$ cat src/rtl/hazard_pkg.sv
// rtl/hazard_pkg.sv - shared types for hazard_ctrl_sb and its load scoreboard
// Scoreboard entries store register selects up to SB_WSEL_W bits wide.
package hazard_pkg;

    localparam int SB_WSEL_W = 8;

    typedef enum logic [2:0] {
        PC_NEXT = 3'b000,
        PC_J    = 3'b001,
        PC_BEQ  = 3'b010,
        PC_JR   = 3'b011,
        PC_BNE  = 3'b110
    } pcsrc_t;

    typedef enum logic [1:0] {
        RUN     = 2'b00,
        MEMWAIT = 2'b01
    } hu_state_t;

    typedef struct packed {
        logic                 valid;
        logic [SB_WSEL_W-1:0] wsel;
    } sb_entry_t;

endpackage

$ cat src/rtl/load_scoreboard.sv
// rtl/load_scoreboard.sv - shadow shift register of in-flight load destinations
// Entry k tracks the load currently k stages past EX; hold freezes, squash/bubble inject empties.
module load_scoreboard
    import hazard_pkg::*;
#(
    parameter int REGW     = 5,
    parameter int LOAD_LAT = 1
) (
    input  logic            CLK,
    input  logic            nRST,
    input  logic            i_hold,
    input  logic            i_squash,
    input  logic            i_bubble,
    input  logic            i_push_valid,
    input  logic [REGW-1:0] i_push_wsel,
    input  logic [REGW-1:0] i_rs,
    input  logic [REGW-1:0] i_rt,
    output logic            o_match
);

    sb_entry_t r_sb   [LOAD_LAT];
    sb_entry_t w_next [LOAD_LAT];
    sb_entry_t w_push;

    always_comb begin
        w_push.valid = i_push_valid & (i_push_wsel != '0);
        w_push.wsel  = SB_WSEL_W'(i_push_wsel);
    end

    // A redirect squashes the load leaving EX as well as the instruction entering it.
    always_comb begin
        w_next[0] = (i_squash | i_bubble) ? '0 : w_push;
        for (int k = 1; k < LOAD_LAT; k++) begin
            w_next[k] = (i_squash && k == 1) ? '0 : r_sb[k-1];
        end
    end

    always_ff @(posedge CLK or negedge nRST) begin
        if (!nRST) begin
            for (int k = 0; k < LOAD_LAT; k++) begin
                r_sb[k] <= '0;
            end
        end else if (!i_hold) begin
            r_sb <= w_next;
        end
    end

    always_comb begin
        o_match = 1'b0;
        for (int k = 0; k < LOAD_LAT; k++) begin
            if (r_sb[k].valid && r_sb[k].wsel != '0 &&
                (r_sb[k].wsel == SB_WSEL_W'(i_rs) || r_sb[k].wsel == SB_WSEL_W'(i_rt))) begin
                o_match = 1'b1;
            end
        end
    end

endmodule

$ cat src/rtl/hazard_ctrl_sb.sv
// rtl/hazard_ctrl_sb.sv - pipeline hazard control: memory freeze, redirect flush, load-use stall
// Define HAZARD_PERF_EN to add saturating stall_cycles / flush_count counters.
module hazard_ctrl_sb
    import hazard_pkg::*;
#(
    parameter int REGW     = 5,
    parameter int LOAD_LAT = 1,
    parameter int PCSRCW   = 3
`ifdef HAZARD_PERF_EN
    ,
    parameter int CNTW     = 16
`endif
) (
    input  logic              CLK,
    input  logic              nRST,
    input  logic [REGW-1:0]   ifid_rs,
    input  logic [REGW-1:0]   ifid_rt,
    input  logic              id_load,
    input  logic [REGW-1:0]   id_wsel,
    input  logic              exmem_dREN,
    input  logic              exmem_dWEN,
    input  logic              dhit,
    input  logic [PCSRCW-1:0] exmem_PCSrc,
    input  logic              exmem_ZeroFlag,
    output logic              ifid_en,
    output logic              idex_en,
    output logic              exmem_en,
    output logic              ifid_flush,
    output logic              idex_flush,
    output logic              exmem_flush,
    output logic              memwb_flush,
    output logic [1:0]        hu_state
`ifdef HAZARD_PERF_EN
    ,
    output logic [CNTW-1:0]   stall_cycles,
    output logic [CNTW-1:0]   flush_count
`endif
);

    logic      w_req;
    logic      w_freeze;
    logic      w_taken;
    logic      w_redirect;
    logic      w_match;
    logic      w_stall;
    hu_state_t r_state;
    hu_state_t w_state_next;

    assign w_req    = exmem_dREN | exmem_dWEN;
    assign w_freeze = w_req & ~dhit;
    assign w_taken  = (exmem_PCSrc == PCSRCW'(PC_J)) |
                      (exmem_PCSrc == PCSRCW'(PC_JR)) |
                      ((exmem_PCSrc == PCSRCW'(PC_BEQ)) & exmem_ZeroFlag) |
                      ((exmem_PCSrc == PCSRCW'(PC_BNE)) & ~exmem_ZeroFlag);

    // A branch caught by a freeze stays in MEM and redirects on the release cycle.
    assign w_redirect = ~w_freeze & w_taken;
    assign w_stall    = ~w_freeze & ~w_taken & w_match;

    load_scoreboard #(
        .REGW     (REGW),
        .LOAD_LAT (LOAD_LAT)
    ) u_sb (
        .CLK          (CLK),
        .nRST         (nRST),
        .i_hold       (w_freeze),
        .i_squash     (w_redirect),
        .i_bubble     (w_stall),
        .i_push_valid (id_load),
        .i_push_wsel  (id_wsel),
        .i_rs         (ifid_rs),
        .i_rt         (ifid_rt),
        .o_match      (w_match)
    );

    always_comb begin
        ifid_en     = 1'b1;
        idex_en     = 1'b1;
        exmem_en    = 1'b1;
        ifid_flush  = 1'b0;
        idex_flush  = 1'b0;
        exmem_flush = 1'b0;
        memwb_flush = 1'b0;
        if (w_freeze) begin
            ifid_en     = 1'b0;
            idex_en     = 1'b0;
            exmem_en    = 1'b0;
            memwb_flush = 1'b1;
        end else if (w_redirect) begin
            ifid_flush  = 1'b1;
            idex_flush  = 1'b1;
            exmem_flush = 1'b1;
        end else if (w_stall) begin
            ifid_en     = 1'b0;
            idex_flush  = 1'b1;
        end
    end

    always_ff @(posedge CLK or negedge nRST) begin
        if (!nRST) begin
            r_state <= RUN;
        end else begin
            r_state <= w_state_next;
        end
    end

    always_comb begin
        w_state_next = r_state;
        case (r_state)
            RUN:     if (w_freeze) w_state_next = MEMWAIT;
            MEMWAIT: if (dhit || !w_req) w_state_next = RUN;
            default: w_state_next = RUN;
        endcase
    end

    assign hu_state = r_state;

`ifdef HAZARD_PERF_EN
    logic [CNTW-1:0] r_stall_cycles;
    logic [CNTW-1:0] r_flush_count;

    always_ff @(posedge CLK or negedge nRST) begin
        if (!nRST) begin
            r_stall_cycles <= '0;
            r_flush_count  <= '0;
        end else begin
            if (w_stall && r_stall_cycles != '1) begin
                r_stall_cycles <= r_stall_cycles + CNTW'(1);
            end
            if (w_redirect && r_flush_count != '1) begin
                r_flush_count <= r_flush_count + CNTW'(1);
            end
        end
    end

    assign stall_cycles = r_stall_cycles;
    assign flush_count  = r_flush_count;
`endif

endmodule

$ cat config.mk
export PLATFORM = sky130hd
export DESIGN_NAME = hazard_ctrl_sb
export DESIGN_NICKNAME = d
export VERILOG_FILES = /design/src/rtl/hazard_pkg.sv /design/src/rtl/load_scoreboard.sv /design/src/rtl/hazard_ctrl_sb.sv
export SDC_FILE = /design/constraint.sdc
export NUM_CORES = 1
export LEC_CHECK = 0
export CORE_UTILIZATION = 32
export CTS_BUF_LIST = sky130_fd_sc_hd__clkbuf_8
export DETAILED_ROUTE_END_ITERATION = 12
export HOLD_SLACK_MARGIN = 0.02
export PLACE_DENSITY = 0.76
export SETUP_SLACK_MARGIN = 0.5
export SYNTH_ARGS = -nofsm -noshare
export SYNTH_HDL_FRONTEND = slang
export SYNTH_HIERARCHICAL = 1
export SYNTH_SLANG_ARGS = --single-unit
$ cat constraint.sdc
create_clock -name CLK -period 1.9 [get_ports CLK]
set_clock_uncertainty 0.05 [all_clocks]
set_input_delay 0.285 -clock CLK [delete_from_list [all_inputs] [get_ports CLK]]
set_output_delay 0.285 -clock CLK [all_outputs]
set_load 0.01 [all_outputs]
==> results of run 1 <==
per-stage QoR:
step / hold slack [ps] / instances
final: 224.8 / 130
after global routing: 230.4 / 130
after CTS: 271.3 / 128
after detailed placement: 437.1 / 116
after global placement: 424.6 / 116
after floorplan: -60.59 / 62
state kept, by name (all words and copies together) (netlist names):
name and flops:
hu_state 1, u_sb/r_sb 6
area by class of cell:
| cell class | instances | area, µm² |
|---|---|---|
| Clock inverter | 1 | 5.005 |
| Sequential cell | 7 | 175.2 |
| Multi-Input combinational cell | 49 | 375.4 |
| Tap cell | 15 | 18.77 |
| Timing Repair Buffer | 53 | 473.0 |
| Inverter | 2 | 7.507 |
| Clock buffer | 3 | 41.29 |
| Fill cell | 104 | 286.5 |
path summary, 6_finish.rpt:
kind / startpoint / to / cells past startpoint
setup / recovery: u_sb/r_sb[1] / ifid_en / 6
hold / removal: dhit / hu_state[0] / 2
setup reg to reg: u_sb/r_sb[1] / u_sb/r_sb[4] / 8
hold reg to reg: u_sb/r_sb[8] / u_sb/r_sb[8] / 2
max in group asynchronous: nRST / u_sb/r_sb[0] / 1
min in group asynchronous: nRST / u_sb/r_sb[3] / 1
cells in the mapped netlist (all sizes together):
master   n
nand2   11
dfrtp    7
o21ai    7
nor2     6
xor2     6
xnor2    4
a21oi    3
buf      3
inv      2
nand3    2
nor3     2
or4      2
a311oi   1
and3     1
and3b    1
clkbuf   1
conb     1
nor2b    1
o211ai   1
cell usage in the layout (no fill, tap or decap), drive strengths merged:
cell type      synthesis  final
xor2                   6      6
nor3                   2      2
inv                    2      2
dlygate4sd2            0      4
a311oi                 1      1
nor2                   6      6
nor2b                  1      1
clkbuf                 1      6
conb                   1      1
a21oi                  3      3
dfrtp                  7      7
clkinv                 0      1
xnor2                  4      4
clkdlybuf4s15          0      1
o21ai                  7      7
nand2                 11     11
and3b                  1      1
nand3                  2      2
or4                    2      2
and3                   1      1
o211ai                 1      1
buf                    3     30
clkdlybuf4s50          0     15
routing by layer:
metal	vias up	part of all wire (%)	global-route usage (%)
met5	-	0	0
met1	292	36	20.65
met3	4	8.0	3.043
met4	0	1.8	13.55
met2	42	54	35.31
li1	309	-	-
critical path, stage by stage, from the launching register on:
cell     delay, ps
dfrtp_1        380
or4_4          530
o21ai_2        130
a21oi_2         60
buf_4          140
a21oi_2        110
buf_2          140
cells by family after synthesis:
group / Yosys count / synth area share, %
and+or+nand+nor: 26 / 24.69
AOI/OAI and AO/OA: 12 / 15.46
xor gates and xnor gates: 10 / 17.46
DFF: 7 / 34.91
buffers and inverters: 6 / 6.733
other: 1 / 0.7474
power groups by stage:
stage / clock network, W / registers, W / logic (W)
final: 0.000203 / 0.000182 / 0.000255
after floorplan: 0 / 0.000183 / 0.0000823
after global routing: 0.000212 / 0.000184 / 0.000273
after CTS: 0.000210 / 0.000178 / 0.000231
after global placement: 0 / 0.000180 / 0.000198
after detailed placement: 0 / 0.000181 / 0.000202
timing repair:
action	4_1_cts	5_1_grt
endpoints found under the setup margin	14	12
gates resized for setup	66	15
setup buffers	8	2
pin swaps	16	11
==> impl_metrics.prom, run 1 <==
# TYPE chip_impl_metric gauge
chip_impl_metric{name="synth-warning-count",unit=""} 6
chip_impl_metric{name="post-route-util",unit="%"} 79.28
chip_impl_info{name="rsz0062_at_grt",value="yes"} 1
chip_impl_metric{name="synth_seq_area_share",unit="%"} 34.91
chip_impl_metric{name="die_w",unit="µm"} 41.60
chip_impl_info{name="endpoint_kind",value="primary output"} 1
chip_impl_metric{name="logic_pwr_share",unit="%"} 39.8
chip_impl_metric{name="power_density",unit="nW/µm²"} 583.2
chip_impl_metric{name="detailedRoute.firstPassIterationCount",unit=""} 5
chip_impl_metric{name="start_util",unit="%"} 36.29
chip_impl_metric{name="cts.path.max_buffers",unit=""} 2
chip_impl_metric{name="synthesis.area",unit="µm²"} 501.7
chip_impl_metric{name="vdd_ir_drop_max",unit="V"} 0.0004796
chip_impl_metric{name="cts_num_sinks",unit=""} 7
chip_impl_metric{name="core_area",unit="µm²"} 1383
chip_impl_metric{name="avgSynthCellArea",unit="µm²"} 8.092
chip_impl_metric{name="design.portCount",unit=""} 34
chip_impl_metric{name="seq_power_share",unit="%"} 28.4
chip_impl_metric{name="dieArea",unit="µm²"} 1730
chip_impl_metric{name="antenna_found_initial",unit=""} 0
chip_impl_metric{name="cp.arrival",unit="ps"} 1710
chip_impl_metric{name="dpl-instance-area",unit="µm²"} 904.6
chip_impl_metric{name="cts-buffers-inserted",unit=""} 3
chip_impl_info{name="critPathKind",value="flop to primary output"} 1
chip_impl_metric{name="layout_worst_path_cycle_share",unit="%"} 107.9
chip_impl_metric{name="critical_path_peak_fanout",unit=""} 2
chip_impl_info{name="startpoint_type",value="flop"} 1
chip_impl_metric{name="synth_seq_cells",unit=""} 7
chip_impl_metric{name="largest_net_degree_at_the_start_of_global_routing",unit=""} 13
chip_impl_metric{name="grt_pass1_vias",unit=""} 638
chip_impl_metric{name="synth_nets",unit=""} 87
chip_impl_metric{name="grt-ovfl-total",unit=""} 0
chip_impl_metric{name="drt_wl_total",unit="mm"} 1.784
chip_impl_metric{name="placement.io_buffers",unit=""} 32
chip_impl_metric{name="die_h",unit="µm"} 41.60
chip_impl_metric{name="cell_internal_pwr",unit="W"} 0.0004597
chip_impl_metric{name="slew_viol_final",unit=""} 0
chip_impl_metric{name="clock_power_share",unit="%"} 31.7
chip_impl_metric{name="route.vias.total",unit=""} 647
chip_impl_metric{name="finalSetupViolCount",unit=""} 8
chip_impl_metric{name="track_usage",unit="%"} 19.67
chip_impl_metric{name="power.static_leakage",unit="nW"} 0.5153
chip_impl_metric{name="drtIter0Drc",unit=""} 7
chip_impl_metric{name="detailedPlace.worstSlack",unit="ps"} -519.9
chip_impl_metric{name="timing.setup.tns",unit="ps"} -476.5
chip_impl_info{name="tritoncts_clock_tree",value="built"} 1
chip_impl_metric{name="drt_drc_violations_left",unit=""} 0
chip_impl_metric{name="synth_top_area_share",unit="%"} 34.91
chip_impl_metric{name="final.setup.worst_slack",unit="ps"} -149.7
chip_impl_info{name="violations_in_the_final_reports",value="negative setup slack"} 1
chip_impl_metric{name="holdBufCountCts",unit=""} 0
chip_impl_metric{name="max_clock_freq",unit="GHz"} 0.4879
chip_impl_metric{name="detail_route.vias_per_cell",unit=""} 4.977
chip_impl_metric{name="dp_hpwl",unit="mm"} 1.128
chip_impl_metric{name="htreeDepth",unit=""} 1
chip_impl_metric{name="netlist-cell-type-count",unit=""} 21
chip_impl_metric{name="grt_first_pass_wirelength",unit="mm"} 2.559
chip_impl_metric{name="cell_count_after_synthesis",unit=""} 62
chip_impl_metric{name="final_antenna_net_count",unit=""} 0
chip_impl_metric{name="cts.clk_slew.worst_paths",unit="ps"} 40
chip_impl_info{name="synth_area_leader_cell",value="dfrtp_1"} 1
chip_impl_metric{name="final_critical_delay_including_setup_and_external_delays",unit="ps"} 2050
chip_impl_info{name="clock_tree.root_cell",value="clkbuf_8"} 1
chip_impl_info{name="hold_class",value="input port to flop"} 1
chip_impl_metric{name="final_design_area_no_fill",unit="µm²"} 1096
chip_impl_metric{name="avgRoutedWirePerCell",unit="µm"} 13.72
chip_impl_metric{name="reg2reg_setup_slack",unit="ps"} -70
chip_impl_metric{name="p_r_area_growth_vs_syn",unit="%"} 118.5
chip_impl_metric{name="share_of_total_power_consumed_by_net_switching",unit="%"} 28.10
chip_impl_metric{name="finalHoldViolations",unit=""} 0
chip_impl_metric{name="p_switching",unit="W"} 0.0001796
chip_impl_metric{name="row_count",unit=""} 13
chip_impl_info{name="run_status",value="finished, violations left"} 1
chip_impl_metric{name="critPathRequiredTime",unit="ps"} 1560
chip_impl_metric{name="antenna-diode-count",unit=""} 0
chip_impl_metric{name="drive_above_1_share",unit="%"} 47.83
chip_impl_metric{name="p_total",unit="W"} 0.0006393
chip_impl_metric{name="max_cap_viol_count",unit=""} 0
chip_impl_info{name="synthTopCellsByArea",value="dfrtp_1 (35%), xor2_1 (10%), nand2_1 (8.2%)"} 1
chip_impl_metric{name="layout.nets",unit=""} 141
chip_impl_metric{name="clk-insertion-delay-late",unit="ps"} 220
chip_impl_metric{name="routabilityCongestion",unit=""} 0.7799
(Power assumes the default switching activity.)
==> run 2, diff against run 1 <==
CORE_MARGIN = 3   (was not set)
CTS_CLUSTER_DIAMETER = 60   (was not set)
==> run 2 against run 1 <==
- the flow still finishes with violations (negative setup slack)
- die area up 20%
- global-route usage down 2.0 points
- first-iteration DRC count down 71%
- setup slack worse by 35 ps
- via count down 4.8%
- utilization down 3.3 points
- count of clock-buffer cells in the layout unchanged
- final cell count down 1.5%
- routed wire length down 10%
- largest cell class unchanged
==> impl_metrics.prom, run 2 (same netlist as run 1, synthesis figures left out) <==
# TYPE chip_impl_metric gauge
chip_impl_info{name="crit_top_cell",value="a21oi_2"} 1
chip_impl_metric{name="p_total",unit="W"} 0.0006191
chip_impl_info{name="hold_class",value="input port to async pin"} 1
chip_impl_metric{name="power.static_leakage",unit="nW"} 0.4903
chip_impl_metric{name="die_h",unit="µm"} 45.60
chip_impl_metric{name="max_cap_viol_count",unit=""} 0
chip_impl_metric{name="number_of_cells_after_detailed_placement",unit=""} 115
chip_impl_metric{name="row_count",unit=""} 13
chip_impl_metric{name="holdBufCountCts",unit=""} 0
chip_impl_metric{name="cp.arrival",unit="ps"} 1750
chip_impl_metric{name="critPathRequiredTime",unit="ps"} 1560
chip_impl_metric{name="slew_viol_final",unit=""} 0
chip_impl_info{name="cpMaxStageDelayCell",value="or4_4"} 1
chip_impl_metric{name="final.setup.worst_slack",unit="ps"} -185.1
chip_impl_info{name="mostFrequentLayoutCells",value="clkdlybuf4s50_1 (17), buf_4 (17), nand2_1 (9), dfrtp_1 (7)"} 1
chip_impl_metric{name="seq_power_share",unit="%"} 29.1
chip_impl_metric{name="post-route-util",unit="%"} 76.02
chip_impl_metric{name="track_usage",unit="%"} 17.69
chip_impl_metric{name="dieArea",unit="µm²"} 2079
chip_impl_metric{name="finalHoldViolations",unit=""} 0
chip_impl_metric{name="design.portCount",unit=""} 34
chip_impl_metric{name="power_density",unit="nW/µm²"} 589.0
chip_impl_metric{name="critical-path-max-stage-delay",unit="ps"} 500
chip_impl_metric{name="fill_cells",unit=""} 97
chip_impl_metric{name="antenna-diode-count",unit=""} 0
chip_impl_metric{name="sequential_cell_area",unit="µm²"} 175.2
chip_impl_metric{name="drt_drc_violations_left",unit=""} 0
chip_impl_metric{name="layout_worst_path_cycle_share",unit="%"} 109.7
chip_impl_info{name="run_status",value="finished, violations left"} 1
chip_impl_info{name="endpoint_kind",value="primary output"} 1
chip_impl_metric{name="finalSetupViolCount",unit=""} 8
chip_impl_metric{name="grt-ovfl-total",unit=""} 0
chip_impl_metric{name="cts_num_sinks",unit=""} 7
chip_impl_metric{name="antenna_found_initial",unit=""} 0
chip_impl_info{name="path_delay_family",value="simple AND/OR/NAND/NOR gates"} 1
chip_impl_metric{name="die_w",unit="µm"} 45.60
chip_impl_metric{name="placement.io_buffers",unit=""} 32
chip_impl_metric{name="drt_wl_total",unit="mm"} 1.601
chip_impl_metric{name="dp_hpwl",unit="mm"} 1.135
chip_impl_metric{name="finish.cell_count_without_fillers",unit=""} 128
chip_impl_metric{name="clk-insertion-delay-late",unit="ps"} 230
chip_impl_metric{name="detail_route.vias_per_cell",unit=""} 4.813
chip_impl_metric{name="routabilityCongestion",unit=""} 0.7480
chip_impl_info{name="regMostFlops",value="u_sb/r_sb"} 1
chip_impl_metric{name="cell_internal_pwr",unit="W"} 0.0004437
chip_impl_metric{name="max_clock_freq",unit="GHz"} 0.4796
chip_impl_metric{name="cts.clk_slew.worst_paths",unit="ps"} 40
chip_impl_metric{name="final_critical_delay_including_setup_and_external_delays",unit="ps"} 2085
chip_impl_metric{name="critical_path_buffer_and_inverter_count",unit=""} 2
chip_impl_info{name="startpoint_type",value="flop"} 1
chip_impl_metric{name="detailedPlace.worstSlack",unit="ps"} -517.0
chip_impl_info{name="tritoncts_clock_tree",value="built"} 1
chip_impl_metric{name="route.vias.total",unit=""} 616
chip_impl_info{name="critPathKind",value="flop to primary output"} 1
chip_impl_metric{name="grt_pass1_vias",unit=""} 639
chip_impl_metric{name="share_of_total_power_consumed_by_net_switching",unit="%"} 28.33
chip_impl_metric{name="largest_net_degree_at_the_start_of_global_routing",unit=""} 13
chip_impl_metric{name="core_area",unit="µm²"} 1383
chip_impl_metric{name="p_r_area_growth_vs_syn",unit="%"} 109.5
chip_impl_metric{name="cts-buffers-inserted",unit=""} 3
chip_impl_metric{name="grt_first_pass_wirelength",unit="mm"} 2.546
chip_impl_metric{name="final_antenna_net_count",unit=""} 0
chip_impl_metric{name="avgRoutedWirePerCell",unit="µm"} 12.51
chip_impl_metric{name="critical_path_peak_fanout",unit=""} 4
chip_impl_metric{name="clock_power_share",unit="%"} 33.6
chip_impl_metric{name="detailedRoute.firstPassIterationCount",unit=""} 4
chip_impl_info{name="violations_in_the_final_reports",value="negative setup slack"} 1
chip_impl_metric{name="start_util",unit="%"} 36.29
chip_impl_metric{name="drtIter0Drc",unit=""} 2
chip_impl_info{name="rsz0062_at_grt",value="yes"} 1
chip_impl_metric{name="vdd_ir_drop_max",unit="V"} 0.0005579
chip_impl_metric{name="cts.path.max_buffers",unit=""} 2
chip_impl_metric{name="drive_above_1_share",unit="%"} 48.67
chip_impl_metric{name="layout.nets",unit=""} 139
chip_impl_metric{name="logic_pwr_share",unit="%"} 37.3
chip_impl_metric{name="htreeDepth",unit=""} 1
chip_impl_metric{name="multi_input_combinational_cell_area",unit="µm²"} 375.4
chip_impl_info{name="clock_tree.root_cell",value="clkbuf_8"} 1
chip_impl_metric{name="largest_register_ffs",unit=""} 6
chip_impl_metric{name="p_switching",unit="W"} 0.0001754
chip_impl_info{name="timing.critical_path.cells",value="or4_4 -> o21ai_2 -> a21oi_2 -> buf_4 -> a21oi_2 -> buf_2"} 1
run 2: cell count changes in the layout (fill, tap and decap cells not counted), moves of 2 or more:
cell,before,now
buf_4,15,17
nor2_4,4,2
buf_6,12,6
dlygate4sd2_1,4,1
buf_2,3,6
clkdlybuf4s50_1,15,17
nor2_2,0,3
run 2: stage by stage:
step                area, µm²  setup TNS [ps]  hold WS (ps)
CTS                     998.5          -766.1         269.7
global placement        897.1           -2563         425.4
global route             1051           -1555         278.5
floorplan               509.2               0        -60.59
detailed placement      897.1           -2835         435.7
finish                   1051          -812.2         263.5
run 2: power groups by stage:
stage / Combinational [W] / Sequential [W] / Clock (W)
floorplan: 0.0000823 / 0.000183 / 0
global placement: 0.000196 / 0.000180 / 0
detailed placement: 0.000199 / 0.000181 / 0
CTS: 0.000216 / 0.000180 / 0.000210
global route: 0.000251 / 0.000182 / 0.000231
finish: 0.000231 / 0.000180 / 0.000208
run 2: worst paths after layout:
check / start / end / slack [ps] / depth (start not counted)
max in group asynchronous: nRST / u_sb/r_sb[3] / 1300 / 1
hold / removal: nRST / u_sb/r_sb[2] / 260 / 1
setup reg to reg: u_sb/r_sb[3] / u_sb/r_sb[8] / -120 / 9
hold reg to reg: u_sb/r_sb[8] / u_sb/r_sb[8] / 460 / 2
setup / recovery: u_sb/r_sb[3] / ifid_en / -190 / 6
min in group CLK: dhit / hu_state[0] / 280 / 2
run 2: metal layers:
metal	track usage, %	part of all wire, %	vias to the layer above
li1	-	-	306
met1	17.15	36	274
met2	31.48	49	33
met3	6.324	12	3
met4	10.53	1.9	0
met5	0	0	-
run 2: area by class of cell:
type,count,share of cell area (%)
timing repair buffer,51,40.83
multi-input combinational,49,35.71
sequential,7,16.67
clock buffer,3,3.929
tap,15,1.786
inverter,2,0.7143
clock inverter,1,0.3571
run 2: timing repair:
item	4_1_cts	5_1_grt
gates cloned	0	0
pin swaps	11	7
buffers inserted	7	2
endpoints found under the setup margin	14	13
endpoints found under the hold margin	0	0
gates resized for setup	56	20
